**src/rtl/mod_pkg.sv**
```systemverilog
// Shared constants and compile-time helpers for the modular reduction datapath.
// Barrett shift/multiplier derivation lives here so every reducer agrees on it.
package mod_pkg;

    localparam logic MODE_CENTRED = 1'b0;
    localparam logic MODE_POS     = 1'b1;

    // Shift amount: wide enough that the quotient estimate is off by at most one.
    function automatic int barrett_k(input int in_w, input int q);
        return in_w + $clog2(q);
    endfunction

    // Reciprocal constant floor(2^K / Q); computed wide since K may reach 64.
    function automatic logic [63:0] barrett_m(input int k, input int q);
        logic [127:0] num;
        logic [127:0] den;
        logic [127:0] quo;
        num = 128'd1 << k;
        den = {96'd0, q};
        quo = num / den;
        return quo[63:0];
    endfunction

endpackage

```
**src/rtl/mod_pipe_stage.sv**
```systemverilog
// Enable-gated register slice with asynchronous active-low clear.
// Carries one whole pipeline stage bundle (valid, sideband and data).
module mod_pipe_stage #(
    parameter int W = 8
) (
    input  logic         clk,
    input  logic         Reset,
    input  logic         en,
    input  logic [W-1:0] d,
    output logic [W-1:0] q
);

    // Load on enable, otherwise hold; reset clears the slice immediately.
    always_ff @(posedge clk or negedge Reset) begin
        if (!Reset) begin
            q <= '0;
        end else if (en) begin
            q <= d;
        end
    end

endmodule

```
**src/rtl/mod_reduce_pipe.sv**
```systemverilog
// Three-stage pipelined signed Barrett reducer with valid/ready handshake.
// Stage 1 multiplies by the reciprocal, stage 2 forms the partial residue, stage 3 corrects.
module mod_reduce_pipe
    import mod_pkg::*;
#(
    parameter int Q     = 7177,
    parameter int IN_W  = 35,
    parameter int TAG_W = 4
) (
    input  logic                    clk,
    input  logic                    Reset,
    input  logic                    in_valid,
    output logic                    in_ready,
    input  logic signed [IN_W-1:0]  In,
    input  logic                    in_mode,
    input  logic [TAG_W-1:0]        in_tag,
    output logic                    out_valid,
    input  logic                    out_ready,
    output logic signed [$clog2(Q):0] Out,
    output logic [TAG_W-1:0]        out_tag
);

    localparam int OUT_W = $clog2(Q) + 1;
    localparam int K     = barrett_k(IN_W, Q);
    localparam logic [63:0] M = barrett_m(K, Q);
    localparam int MW    = $clog2(M + 64'd1) + 1;
    localparam int PW    = IN_W + MW;
    localparam int RW    = OUT_W + 2;
    localparam int XW    = (IN_W > RW) ? IN_W : RW;
    localparam int PXW   = (PW > RW) ? PW : RW;

    localparam logic signed [MW-1:0] M_S    = MW'(M);
    localparam logic [RW-1:0]        Q_U    = RW'(Q);
    localparam logic signed [RW-1:0] Q_S    = RW'(Q);
    localparam logic signed [RW-1:0] HALF_S = RW'((Q - 1) / 2);

    typedef struct packed {
        logic                   valid;
        logic                   mode;
        logic [TAG_W-1:0]       tag;
        logic signed [IN_W-1:0] x;
        logic signed [PW-1:0]   p;
    } s1_t;

    typedef struct packed {
        logic                 valid;
        logic                 mode;
        logic [TAG_W-1:0]     tag;
        logic signed [RW-1:0] r;
    } s2_t;

    typedef struct packed {
        logic                    valid;
        logic [TAG_W-1:0]        tag;
        logic signed [OUT_W-1:0] res;
    } s3_t;

    s1_t s1_d, s1_q;
    s2_t s2_d, s2_q;
    s3_t s3_d, s3_q;

    logic en;

    logic signed [PW-1:0]  in_ext;
    logic signed [PW-1:0]  m_ext;
    logic signed [PXW-1:0] p_w;
    logic signed [XW-1:0]  x_w;
    logic [RW-1:0]         qh_lo;
    logic [RW-1:0]         qq;
    logic signed [RW-1:0]  r0;
    logic signed [RW-1:0]  r1;
    logic                  unused_bits;

    // The whole pipe advances together; a full pipe only stalls when output is held.
    assign en       = out_ready | ~out_valid;
    assign in_ready = en;

    assign in_ext = {{(PW-IN_W){In[IN_W-1]}}, In};
    assign m_ext  = {{(PW-MW){1'b0}}, M_S};

    // Stage 1: full-width product with the reciprocal, sideband captured per sample.
    always_comb begin
        s1_d       = '0;
        s1_d.valid = in_valid;
        s1_d.mode  = in_mode;
        s1_d.tag   = in_tag;
        s1_d.x     = In;
        s1_d.p     = in_ext * m_ext;
    end

    mod_pipe_stage #(.W($bits(s1_t))) u_s1 (
        .clk   (clk),
        .Reset (Reset),
        .en    (en),
        .d     (s1_d),
        .q     (s1_q)
    );

    // Only the low RW bits of In - qh*Q matter: the true value lies in [0, 2Q).
    assign p_w   = PXW'($signed(s1_q.p) >>> K);
    assign x_w   = XW'($signed(s1_q.x));
    assign qh_lo = p_w[RW-1:0];
    assign qq    = qh_lo * Q_U;

    // Stage 2: partial residue from the floored quotient estimate.
    always_comb begin
        s2_d       = '0;
        s2_d.valid = s1_q.valid;
        s2_d.mode  = s1_q.mode;
        s2_d.tag   = s1_q.tag;
        s2_d.r     = x_w[RW-1:0] - qq;
    end

    mod_pipe_stage #(.W($bits(s2_t))) u_s2 (
        .clk   (clk),
        .Reset (Reset),
        .en    (en),
        .d     (s2_d),
        .q     (s2_q)
    );

    // Stage 3: fold into [0, Q), then into the centred range when requested.
    always_comb begin
        r0 = $signed(s2_q.r);
        r1 = r0;
        if (r1 >= Q_S) begin
            r1 = r1 - Q_S;
        end
        if ((s2_q.mode == MODE_CENTRED) && (r1 > HALF_S)) begin
            r1 = r1 - Q_S;
        end
        s3_d       = '0;
        s3_d.valid = s2_q.valid;
        s3_d.tag   = s2_q.tag;
        s3_d.res   = r1[OUT_W-1:0];
    end

    mod_pipe_stage #(.W($bits(s3_t))) u_s3 (
        .clk   (clk),
        .Reset (Reset),
        .en    (en),
        .d     (s3_d),
        .q     (s3_q)
    );

    assign out_valid = s3_q.valid;
    assign out_tag   = s3_q.tag;
    assign Out       = s3_q.res;

    // Bits discarded by the range argument are intentionally dropped here.
    assign unused_bits = ^{s1_q, p_w, x_w, r1};

endmodule

```
**config.mk**
```make
export PLATFORM = sky130hd
export DESIGN_NAME = mod_reduce_pipe
export DESIGN_NICKNAME = d
export VERILOG_FILES = /design/src/rtl/mod_pkg.sv /design/src/rtl/mod_pipe_stage.sv /design/src/rtl/mod_reduce_pipe.sv
export SDC_FILE = /design/constraint.sdc
export NUM_CORES = 1
export LEC_CHECK = 0
export ABC_CLOCK_PERIOD_IN_PS = 4100
export BUFFER_PORTS_ARGS = -buffer_cell sky130_fd_sc_hd__buf_4
export CELL_PAD_IN_SITES_DETAIL_PLACEMENT = 1
export CELL_PAD_IN_SITES_GLOBAL_PLACEMENT = 1
export CORE_MARGIN = 3
export CORE_UTILIZATION = 45
export CTS_CLUSTER_DIAMETER = 200
export DETAILED_ROUTE_END_ITERATION = 10
export MAX_ROUTING_LAYER = met4
export PLACE_DENSITY_LB_ADDON = 0.15
export SETUP_SLACK_MARGIN = 0.3
export SYNTH_ARGS = -nofsm -noshare
export SYNTH_HDL_FRONTEND = slang
export SYNTH_HIERARCHICAL = 1
export SYNTH_SLANG_ARGS = --single-unit
```
**constraint.sdc**
```tcl
create_clock -name clk -period 4.1 [get_ports clk]
set_input_delay 0.205 -clock clk [delete_from_list [all_inputs] [get_ports clk]]
set_output_delay 0.205 -clock clk [all_outputs]
set_load 0.05 [all_outputs]
```
==> metrics <==
CTS Buf Count 9; Slew Viols, Final 0; run status finished with violations; Net Count, Synth 3144; Layout Nets 3588; Crit path arrival time 6.73 ns; met1 Use GR 35.3%; total die area 0.0537 mm2; DP HPWL 63500 um; Worst EP required 4.32 ns; hold_sp in_valid; fin crit period 6.50 ns; final worst-path cycle share 159%; Ant. Diodes 0; Fin. Hold Viols 0; crit path from In[23]; row count 82; Routed Wire Length 72500 um; clock tree sinks 79; GRT Max-Usage Layer met2; met2 usage 48.4%; Layout area overhead 24.5%; Initial DRC Count 695; Max Root-Sink Buffers 2; max_cap viols 0; most frequent cells in the layout inv_1 (603), ha_1 (442), buf_4 (439), fa_1 (363), dfrtp_1 (76); CP Max Fanout 4; end of the worst hold path u_s1/q[112]; Layout fillers 5561; first-pass GRT wire length 113000 um; cells after synthesis 2222; setup_tns -36.44 ns; syn avg cell area 10.3 um2; Setup CP Type in -> reg; core area 0.0503 mm2; CTS root buf clkbuf_16; clk_lat worst skew 0.33 ns; initial core utilization 45.6%; vias 17000; die height 232 um; Remaining DRCs 0; final worst slack -2.40 ns; CTS tree yes; initial antenna violation count 0; layout cells sized above 1 29.2%; # setup viols final 17; gp weighted congestion 0.943; pin count of the biggest net entering global routing 57; Clk pin slew, worst setup/hold paths 0.06 ns; flop-to-flop setup slack 0 ns; skew final 0.00334 ns; H-tree depth 3; vias per cell 5.08; class of the worst hold path in -> reg; hold path depth 2; First-pass DRT Iterations 5; R2R cell count 17; synthesized area 0.0229 mm2; worst slew pin tran 0.738 ns; Critical R2R Capture u_s2/q[15]; Post-DRT Antenna Nets 0; post-route design area 0.0285 mm2; RSZ-0062 raised after global routing yes; Avg WL per Cell 21.7 um; max frequency 0.154 GHz; CP endpoint kind register; # IOs 64; commonest non-fill, non-tap cell in the layout inv_1; reg-to-reg startpoint u_s1/q[52]; Critical Path Source Type primary input; Slew HR 50.8%; Yosys Warn Count 6; input/output buffers 63; vias in the first global route 19900; Total GRT Usage 28.6%; failing checks setup timing; placed cell area 0.0269 mm2; Die X 232 um; met3 usage 3.81%; grt total ovfl 0
[worst max-delay path by stage]
| stage | end | slack (ns) | cells after the start |
|---|---|---|---|
| floorplan | u_s1/q[63] | -2.32 | 25 |
| global placement | u_s1/q[60] | -2.94 | 24 |
| detailed placement | u_s1/q[60] | -3.05 | 24 |
| CTS | u_s1/q[61] | -2.34 | 25 |
| global route | u_s1/q[63] | -2.60 | 29 |
| finish | u_s1/q[61] | -2.40 | 24 |
[final cells by class]
| type | instances | area, um2 | area share [%] |
|---|---|---|---|
| Timing Repair Buffer | 471 | 3680 | 12.9 |
| Tap cell | 672 | 841 | 2.95 |
| Sequential cell | 79 | 1980 | 6.94 |
| Clock buffer | 11 | 243 | 0.851 |
| Inverter | 646 | 2440 | 8.54 |
| Clock inverter | 4 | 31.3 | 0.110 |
| Multi-Input combinational cell | 1459 | 19300 | 67.7 |
[sequential cells by signal (all words and copies together), names as in the netlist]
| register | flops |
|---|---|
| u_s1/q | 38 |
| u_s2/q | 22 |
| u_s3/q | 19 |
[stage by stage]
stage	utilization, %	setup WS [ns]	instances	hold WS [ns]
after floorplan	-	-2.32	2222	-0.0906
after global placement	53.6	-2.94	3295	0.302
after detailed placement	53.6	-3.05	3295	0.308
after CTS	56.1	-2.34	3335	0.0897
after global routing	56.8	-2.60	3342	0.0928
final	56.8	-2.40	3342	0.102
[layer usage]
metal  vias to the layer above  part of all wire, %
met1                      8666                   43
met3                       143                  3.9
met2                       298                   49
met5                         -                    0
li1                       7871                    -
met4                         0                  4.3
[repair_timing]
item,4_1_cts,5_1_grt
endpoints found under the setup margin,24,35
resized for setup,193,57
endpoints found under the hold margin,55,0
pin swaps,121,86
hold buffers,1,0
setup buffers,24,7
[critical path: stages]
cell and delay, ns:
buf_6 0.10, fa_2 0.59, inv_4 0.06, fa_2 0.53, inv_2 0.04, fa_1 0.49
fa_2 0.45, fa_1 0.57, fa_2 0.46, fa_1 0.49, inv_1 0.05, fa_1 0.49
inv_2 0.05, ha_4 0.22, and2_4 0.17, a221oi_4 0.28, o2111ai_2 0.16, and2_1 0.18
a41o_1 0.25, a311oi_2 0.25, buf_4 0.17, o21ai_2 0.05, xor2_1 0.17, mux2_4 0.25
Power is left out: the tool's default activity adds up to more than one toggle a clock period on the data nets, which glitch-free logic cannot reach.
